File: src/rtl/lag_window_pkg.sv
// Shared constants, state encoding and fractional-arithmetic primitives for the LPC chain.
// Latency: n/a (package: constants and combinational helper functions only).
// Backpressure: n/a.
package lag_window_pkg;

    localparam int M = 10;

    // Scratch-memory map shared with the autocorrelation and Levinson stages (16-word aligned).
    localparam logic [11:0] AUTOCORR_R   = 12'h100;
    localparam logic [11:0] LAG_WINDOW_R = 12'h140;

    typedef enum logic [2:0] {
        IDLE,
        READ,
        LATCH,
        CALC,
        WRITE,
        FIN
    } lagState_t;

    // Lag-window coefficients as hi/lo double-precision pairs, indexed by lag-1.
    localparam logic [15:0] LAG_H [M] = '{
        16'd32728, 16'd32619, 16'd32438, 16'd32187, 16'd31867,
        16'd31480, 16'd31029, 16'd30517, 16'd29946, 16'd29321
    };
    localparam logic [15:0] LAG_L [M] = '{
        16'd11904, 16'd17280, 16'd30720, 16'd25856, 16'd24192,
        16'd28992, 16'd24384, 16'd7360,  16'd19520, 16'd14784
    };

    // Saturating 32-bit add.
    function automatic logic signed [31:0] lAdd(input logic signed [31:0] a, input logic signed [31:0] b);
        logic signed [32:0] s;
        s = 33'(a) + 33'(b);
        if (s[32] != s[31]) begin
            return s[32] ? 32'sh80000000 : 32'sh7FFFFFFF;
        end
        return s[31:0];
    endfunction

    // sat(2*a*b); only -32768 * -32768 can overflow.
    function automatic logic signed [31:0] lMult(input logic signed [15:0] a, input logic signed [15:0] b);
        logic signed [31:0] p;
        p = 32'(a) * 32'(b);
        if (p == 32'sh40000000) begin
            return 32'sh7FFFFFFF;
        end
        return p <<< 1;
    endfunction

    // acc + L_mult(a, b), saturating.
    function automatic logic signed [31:0] lMac(input logic signed [31:0] acc, input logic signed [15:0] a,
                                                input logic signed [15:0] b);
        return lAdd(acc, lMult(a, b));
    endfunction

    // sat((a*b) >> 15) to the 16-bit range.
    function automatic logic signed [15:0] mult(input logic signed [15:0] a, input logic signed [15:0] b);
        logic signed [31:0] q;
        q = (32'(a) * 32'(b)) >>> 15;
        if (q > 32'sd32767) begin
            return 16'sh7FFF;
        end
        if (q < -32'sd32768) begin
            return 16'sh8000;
        end
        return q[15:0];
    endfunction

endpackage

File: src/rtl/lag_window_mpy_32.sv
// Double-precision fractional multiply: 32-bit value times a hi/lo 16-bit coefficient pair.
// Latency: purely combinational.
// Backpressure: none; output follows inputs.
module mpy_32
    import lag_window_pkg::*;
(
    input  logic [31:0] lIn,
    input  logic [15:0] coefH,
    input  logic [15:0] coefL,
    output logic [31:0] result
);

    logic signed [31:0] lS;
    logic signed [31:0] half;
    logic signed [15:0] hi;
    logic signed [15:0] lo;
    logic signed [15:0] cH;
    logic signed [15:0] cL;
    logic signed [31:0] acc0;
    logic signed [31:0] acc1;
    logic signed [31:0] acc2;

    // Split the input into hi/lo halves, then hi*cH + hi*cL + lo*cH with saturation at every step.
    always_comb begin
        lS     = lIn;
        cH     = coefH;
        cL     = coefL;
        hi     = lS[31:16];
        half   = lS >>> 1;
        lo     = 16'(half - (32'(hi) <<< 15));
        acc0   = lMult(hi, cH);
        acc1   = lMac(acc0, mult(hi, cL), 16'sd1);
        acc2   = lMac(acc1, mult(lo, cH), 16'sd1);
        result = acc2;
    end

endmodule

File: src/rtl/lag_window.sv
// Applies the lag window to r[1..M] in scratch memory, copying r[0]; output feeds Levinson-Durbin.
// Latency: 4 cycles per word (read, latch, calc, write), done one FIN cycle after the last write.
// Backpressure: none; start is taken only in IDLE, the registered RAM is assumed always ready.
module lag_window
    import lag_window_pkg::*;
#(
    parameter logic [11:0] R_IN_BASE  = AUTOCORR_R,
    parameter logic [11:0] R_OUT_BASE = LAG_WINDOW_R
) (
    input  logic        clk,
    input  logic        reset,
    input  logic        start,
    input  logic [31:0] memOut,
    output logic [11:0] memReadAddr,
    output logic [11:0] memWriteAddr,
    output logic [31:0] memIn,
    output logic        memWrite,
    output logic        done
);

    localparam logic [3:0] LAST = 4'(M);

    lagState_t   state;
    lagState_t   nextState;
    logic [3:0]  i;
    logic [31:0] rReg;
    logic [3:0]  lagIdx;
    logic [15:0] coefH;
    logic [15:0] coefL;
    logic [31:0] mpyRes;

    // Coefficient lookup; index 0 is a don't-care because r[0] bypasses the multiplier.
    always_comb begin
        lagIdx = (i == 4'd0) ? 4'd0 : i - 4'd1;
        coefH  = LAG_H[lagIdx];
        coefL  = LAG_L[lagIdx];
    end

    mpy_32 u_mpy (
        .lIn    (rReg),
        .coefH  (coefH),
        .coefL  (coefL),
        .result (mpyRes)
    );

    // State register.
    always_ff @(posedge clk) begin
        if (reset) begin
            state <= IDLE;
        end else begin
            state <= nextState;
        end
    end

    // Next-state logic: one pass of M+1 words, then a single FIN cycle that ignores start.
    always_comb begin
        nextState = state;
        case (state)
            IDLE:    if (start) nextState = READ;
            READ:    nextState = LATCH;
            LATCH:   nextState = CALC;
            CALC:    nextState = WRITE;
            WRITE:   nextState = (i == LAST) ? FIN : READ;
            FIN:     nextState = IDLE;
            default: nextState = IDLE;
        endcase
    end

    // Index, address generation and datapath registers; the read address is set up ahead of READ.
    always_ff @(posedge clk) begin
        if (reset) begin
            i            <= 4'd0;
            rReg         <= 32'd0;
            memReadAddr  <= 12'd0;
            memWriteAddr <= 12'd0;
            memIn        <= 32'd0;
            memWrite     <= 1'b0;
            done         <= 1'b0;
        end else begin
            memWrite <= 1'b0;
            case (state)
                IDLE: begin
                    if (start) begin
                        i           <= 4'd0;
                        done        <= 1'b0;
                        memReadAddr <= R_IN_BASE;
                    end
                end
                LATCH: rReg <= memOut;
                CALC: begin
                    memWrite     <= 1'b1;
                    memWriteAddr <= R_OUT_BASE + {8'd0, i};
                    memIn        <= (i == 4'd0) ? rReg : {mpyRes[31:1], 1'b0};
                end
                WRITE: begin
                    if (i != LAST) begin
                        i           <= i + 4'd1;
                        memReadAddr <= R_IN_BASE + {8'd0, i + 4'd1};
                    end
                end
                FIN: done <= 1'b1;
                default: ;
            endcase
        end
    end

endmodule

File: config.mk
export PLATFORM = sky130hd
export DESIGN_NAME = lag_window
export DESIGN_NICKNAME = d
export VERILOG_FILES = /design/src/rtl/lag_window_pkg.sv /design/src/rtl/lag_window_mpy_32.sv /design/src/rtl/lag_window.sv
export SDC_FILE = /design/constraint.sdc
export NUM_CORES = 2
export LEC_CHECK = 0
export ABC_CLOCK_PERIOD_IN_PS = 12400
export CAP_MARGIN = 20
export CORE_ASPECT_RATIO = 1.4
export CORE_MARGIN = 4
export CORE_UTILIZATION = 46
export DETAILED_ROUTE_END_ITERATION = 8
export GPL_ROUTABILITY_DRIVEN = 0
export MAX_ROUTING_LAYER = met4
export PLACE_DENSITY_LB_ADDON = 0.1
export SETUP_SLACK_MARGIN = 0.15
export SLEW_MARGIN = 20
export SYNTH_ARGS = -nofsm -noshare
export SYNTH_HDL_FRONTEND = slang
export SYNTH_HIERARCHICAL = 1
export SYNTH_SLANG_ARGS = --single-unit
File: constraint.sdc
create_clock -name clk -period 12.4 [get_ports clk]
set_clock_uncertainty 0.15 [all_clocks]
set_input_delay 3.1 -clock clk [delete_from_list [all_inputs] [get_ports clk]]
set_output_delay 3.1 -clock clk [all_outputs]
set_load 0.05 [all_outputs]
# Yosys cells after proc, flatten, opt, wreduce, memory -nomap -nowiden
# Memory sizes are Yosys's and may differ from the RTL's.
# Index checks and enable logic that the tools add are counted.
word_totals:
  mem_count: 2
  register_bits: 97
  elab_cells: 95
  romBits: 512
  out_inout_bits: 58
mem_list:
  columns: ["name", "words", "width", "read_ports", "rd_clocked_by_memory_dff", "write_ports", "line_no", "source"]
  rows:
  - ["(no name shown)", 16, 16, 1, 0, 0, "lag_window.sv:36", "coefL = LAG_L[lagIdx];"]
  - ["(no name shown)", 16, 16, 1, 0, 0, "lag_window.sv:35", "coefH = LAG_H[lagIdx];"]
classes:
  multipliers: 3
  n_eq_ne: 14
  order_cmp: 5
  n_addsub: 7
  mux: 49
  n_bitwise: 1
  reduce_logical: 6
op_table:
  columns: ["cell", "n"]
  rows:
  - ["$mux W32", 13]
  - ["$mux W16", 12]
  - ["$mul A16 B16 Y32", 3]
  - ["$add A32 B32 Y33", 2]
  - ["$eq A16 B32 Y1 const B", 2]
  - ["$gt A17 B16 Y1 const B", 2]
  - ["$lt A17 B16 Y1 const B", 2]
  - ["$eq A32 B32 Y1 const B", 1]
  - ["$mux W12", 2]
  - ["$pmux W12 S2", 1]
  - ["$add A9 B4 Y10 const A", 2]
  - ["$sub A16 B16 Y16", 1]
  - ["$pmux W3 S5", 1]
  - ["$mux W1", 13]
  - ["$mux W4", 3]
  - ["$pmux W4 S2", 1]
  - ["$eq A3 B2 Y1 const B", 2]
  - ["$eq A3 B3 Y1 const B", 2]
  - ["$mux W3", 2]
  - ["$ge A5 B5 Y1 const B", 1]
  - ["$not A4 Y5", 1]
  - ["$add A4 B1 Y4 const B", 1]
  - ["$eq A4 B4 Y1 const B", 1]
  - ["$logic_not A4 Y1", 1]
  - ["10 further kinds", 13]

# Depth between registers and ports, before layout
logic_depth:
  word_depth: 24
  ltp_mapped: 69
  mapped_depth_nobuf: 58

# Cells and area by module
# The synthesis kept the hierarchy.
by_module_without_submodules:
  columns: ["module", "area_each_um2", "instances", "cells_per_inst", "seq_area_each_um2"]
  rows:
  - ["mpy_32", 31541.5, 1, 3643, 0.0]
  - ["lag_window", 3747.3, 1, 484, 1581.5]

# Worst setup path before layout
# No wires, ideal clock.
synth_timing:
  path_type: "register to register"
  from: "reg i[1]"
  to: "reg memIn[29]"
  n_path_buf: 9
  stages_incl_launch_ff: 65
  setup_time_ns: 0.091
  synth_period_minus_slack_ns: 14.262
  arrival_time_ns: 14.021
  path_slack_ns: -1.862
  cell_sequence: "dfxtp_1 > inv_1 > ha_1 > a21boi_2 > nand2b_1 > buf_2 > and2_1 > buf_2 > buf_6 > nand2_1 > clkbuf_1 > nand2_1 > fa_1 > inv_1 > fa_1 > inv_1 > fa_1 > inv_1 > [29 not listed] > nand2_2 > buf_4 > o21ai_0 > ha_1 > inv_1 > fa_1 > nand2b_1 > a21oi_1 > o221a_2 > o2111ai_1 > a211oi_2 > o21ai_0 > o21ai_0 > a21oi_1 > a2111o_1 > nand3_1 > nand2_1 > a311oi_1"
synth_via:
  word_cells_on_any_way: 51
  classes_between: "add/sub (3); mul (3); order compare (4); eq/ne (5); mux (32); bitwise (1); reduce/logical (1); memory (2)"
synth_rtl:
  columns: ["item", "line_no", "source"]
  rows:
  - ["from (decl)", "lag_window.sv:25", "logic [3:0] i;"]
  - ["from (signal assigned)", "lag_window.sv:97", "i <= i + 4'd1;"]
  - ["$sub A4 B1 Y4 or $logic_not A4 Y1 (tied branches)", "lag_window.sv:34", "lagIdx = (i == 4'd0) ? 4'd0 : i - 4'd1;"]
  - ["$mux W4 (*)", "lag_window.sv:34", null]
  - ["$not A4 Y5 (implied by the code) (*)", "lag_window.sv:35", null]
  - ["$mem_v2 Z16 W16 (*)", null, null]
  - ["$mux W16 (implied by the code) (*) (2 in a row)", "lag_window.sv:35", null]
  - ["net coefH[3]", "lag_window.sv:28", "logic [15:0] coefH;"]
  - ["parallel branches: the longest is 9 deep, another holds $add A32 B32 Y33", null, null]
  - ["$add A32 B32 Y33 (*)", "lag_window_pkg.sv:34", "s = 33'(a) + 33'(b);"]
  - ["$mux W32 or $ne A1 B1 Y1 (tied branches)", "lag_window_pkg.sv:36, lag_window_pkg.sv:35", null]
  - ["$mux W32 or $mux W1 (tied branches)", "lag_window_pkg.sv:35", "if (s[32] != s[31]) begin"]
  - ["$mux W32 (*)", "lag_window_pkg.sv:38", "return s[31:0];"]
  - ["net mpyRes[29]", "lag_window.sv:30", "logic [31:0] mpyRes;"]
  - ["$mux W32 (*)", "lag_window.sv:93", "memIn <= (i == 4'd0) ? rReg : {mpyRes[31:1], 1'b0};"]
  - ["to (signal assigned)", "lag_window.sv:93", null]
  - ["to (decl)", "lag_window.sv:16", "output logic [31:0] memIn,"]
# Mark *: on every way through the listed nets, which the timed path passes. The select of a mux whose other input is x is not followed.
# A chain may end at the register's enable or synchronous reset.

# Worst setup path in the final report
layout_timing:
  from: "reg i[1]"
  to: "reg memIn[12]"
# The elaborated chain is that of the path after synthesis.

==> flow_summary.toml <==
[drt]
via_per_inst = 5.22
wl_per_cell_um = 19.3
num_vias = 29800
route.detailed.drc = 0
ant_nets = 0
drt_iter0_drc = 1495
wirelength_um = 110000
dr.pass1.iters = 5

[critical_path]
slowest_stage = "fa_1"
rr_endpoint = "memIn[12]"
r2r_slack_ps = -440
worst_ep_required_time_ps = 12450
worstReg2RegStart = "i[1]"
slowest_delay_ps = 520
end_kind = "flip-flop"
worst-r2r-cell-count = 62
critPathMostFrequentCell = "fa_1"
startpoint_type = "flip-flop"
arrival_ps = 12880
crit_type = "reg2reg"
critPathMaxFanout = 7

[die]
io_pins = 93
die_x_um = 242
fp-row-count = 119
core_area_um2 = 75600
die_h_um = 336
die_area_um2 = 81200
start_util_pct = 46.6

[timing]
setup_viol = 31
fin_crit_sh_pct = 104
tightest_slew_ps = 1010
fin_crit_ps = 12840
slew_headroom_pct = 32.5
whs_ps = 304
rsz0062_at_grt = "true"
max_freq_mhz = 77.9
final.setup.worst_slack_ps = -436
drv_slew = 0
hold_viol = 0

[worst_hold_path]
hold_path_depth = 2
hold_start = "memWriteAddr[1]"
holdPathEnd = "memWriteAddr[1]"
hold_class = "reg2reg"

[place]
place_worst_setup_slack_ps = -927
numPortBuffers = 79
dp_hpwl_um = 89400

[run]
max_cap_viol_count = 0

[global_routing]
grt_first_pass_wirelength_um = 173000
gr-total-overflow = 0
grt_antenna_before_repair = 1
first_global_vias = 32100
grt_usage_pct = 27.7
grt_max_degree = 80

[clock_network]
clkSinkCount = 79
cts_made_buffers = 9
htree_levels = 3
cts_tree = "built"
root_buffer = "clkbuf_16"
clk_latency_ps = 370
clockBufferDepth = 2
clkSlewWorstSetupHoldPaths_ps = 80

[logic_synthesis]
syn_area_um2 = 35300
synth_cells = 4124
avgSynthCellArea_um2 = 8.55
yosysWarnings = 6

[cells_and_area]
drive_above_1_share_pct = 19.8
nFillCells = 7006
final_nets = 5827
areaGrowthSynthToFinish_pct = 24.3

[run_status]
status = "finished with violations"
violations = "negative setup slack"
## layer usage
layer / GRT usage (%) / wire length [um]
met2: 51.7 / 59700
met1: 31.4 / 41700
met4: 10.4 / 5240
met5: - / 0
met3: 1.71 / 3710
## critical path: cells and delay by family, from the launching register on
family	cells	cell delay (ps)
AOI/OAI and AO/OA	20	3490
buffers and inverters	18	2070
and+or+nand+nor	12	2360
adders and majority gates	11	3980
DFF	1	370
xor gates and xnor gates	1	210
## state kept, by name (all words and copies together) (netlist names)
signal and flops:
rReg 32, memIn 32, i 3, memWrite 1, done 1, memWriteAddr 5, memReadAddr 2, state 3
## per-stage QoR
step	TNS [ps]	area [um^2]	std cells	util, %
2_1_floorplan	-11120	36000	4203	-
3_3_place_gp	-19490	41200	5581	54.5
3_5_place_dp	-26500	41200	5581	54.5
4_1_cts	-7600	42800	5656	56.6
5_1_grt	-27100	43800	5711	58.0
6_report	-11280	43800	5712	58.0
## layout by cell type, fill, tap and decap left out, drive strengths merged, types with 12 or more instances in the layout
cell	n
a21o	63
a21oi	161
a311oi	33
nor2	130
dfxtp	79
nand3	29
nand2	614
xor2	40
fa	704
buf	653
xnor2	88
nand4	20
clkbuf	13
and2	315
ha	350
a211oi	17
o21bai	19
inv	841
o21ai	72
nand2b	54
clkdlybuf4s50	78
and3	14
nor3	32
maj3	13
o21a	30
or3	13
conb	81
a31oi	12
## worst max path at each step
| stage | from | end | slack [ps] | cells after the start |
|---|---|---|---|---|
| 2_1_floorplan | i[2] | memIn[16] | -390 | 68 |
| 3_3_place_gp | i[1] | memIn[14] | -720 | 57 |
| 3_5_place_dp | i[1] | memIn[14] | -930 | 55 |
| 4_1_cts | i[1] | memIn[26] | -320 | 62 |
| 5_1_grt | i[0] | memIn[5] | -930 | 59 |
| 6_report | i[1] | memIn[12] | -440 | 62 |
## area by class of cell
class                      instances  area [um^2]  share of cell area, %
inverter                         839         3170                   7.22
multi-input combinational       3075        31300                   71.4
clock inverter                     6         52.6                  0.120
clock buffer                      10          229                  0.522
antenna                            1         2.50                0.00571
timing repair buffer             734         6300                   14.4
sequential                        79         1590                   3.63
tap                              968         1210                   2.76
## what timing repair did
action / 4_1_cts / 5_1_grt
pin swaps: 73 / 112
gates cloned: 4 / 4
setup endpoints to repair: 31 / 31
hold buffers: 0 / 0
resized for setup: 135 / 127
buffers inserted: 55 / 51
Power is left out: the tool's default activity adds up to more than one toggle a clock period on the data nets, which glitch-free logic cannot reach.
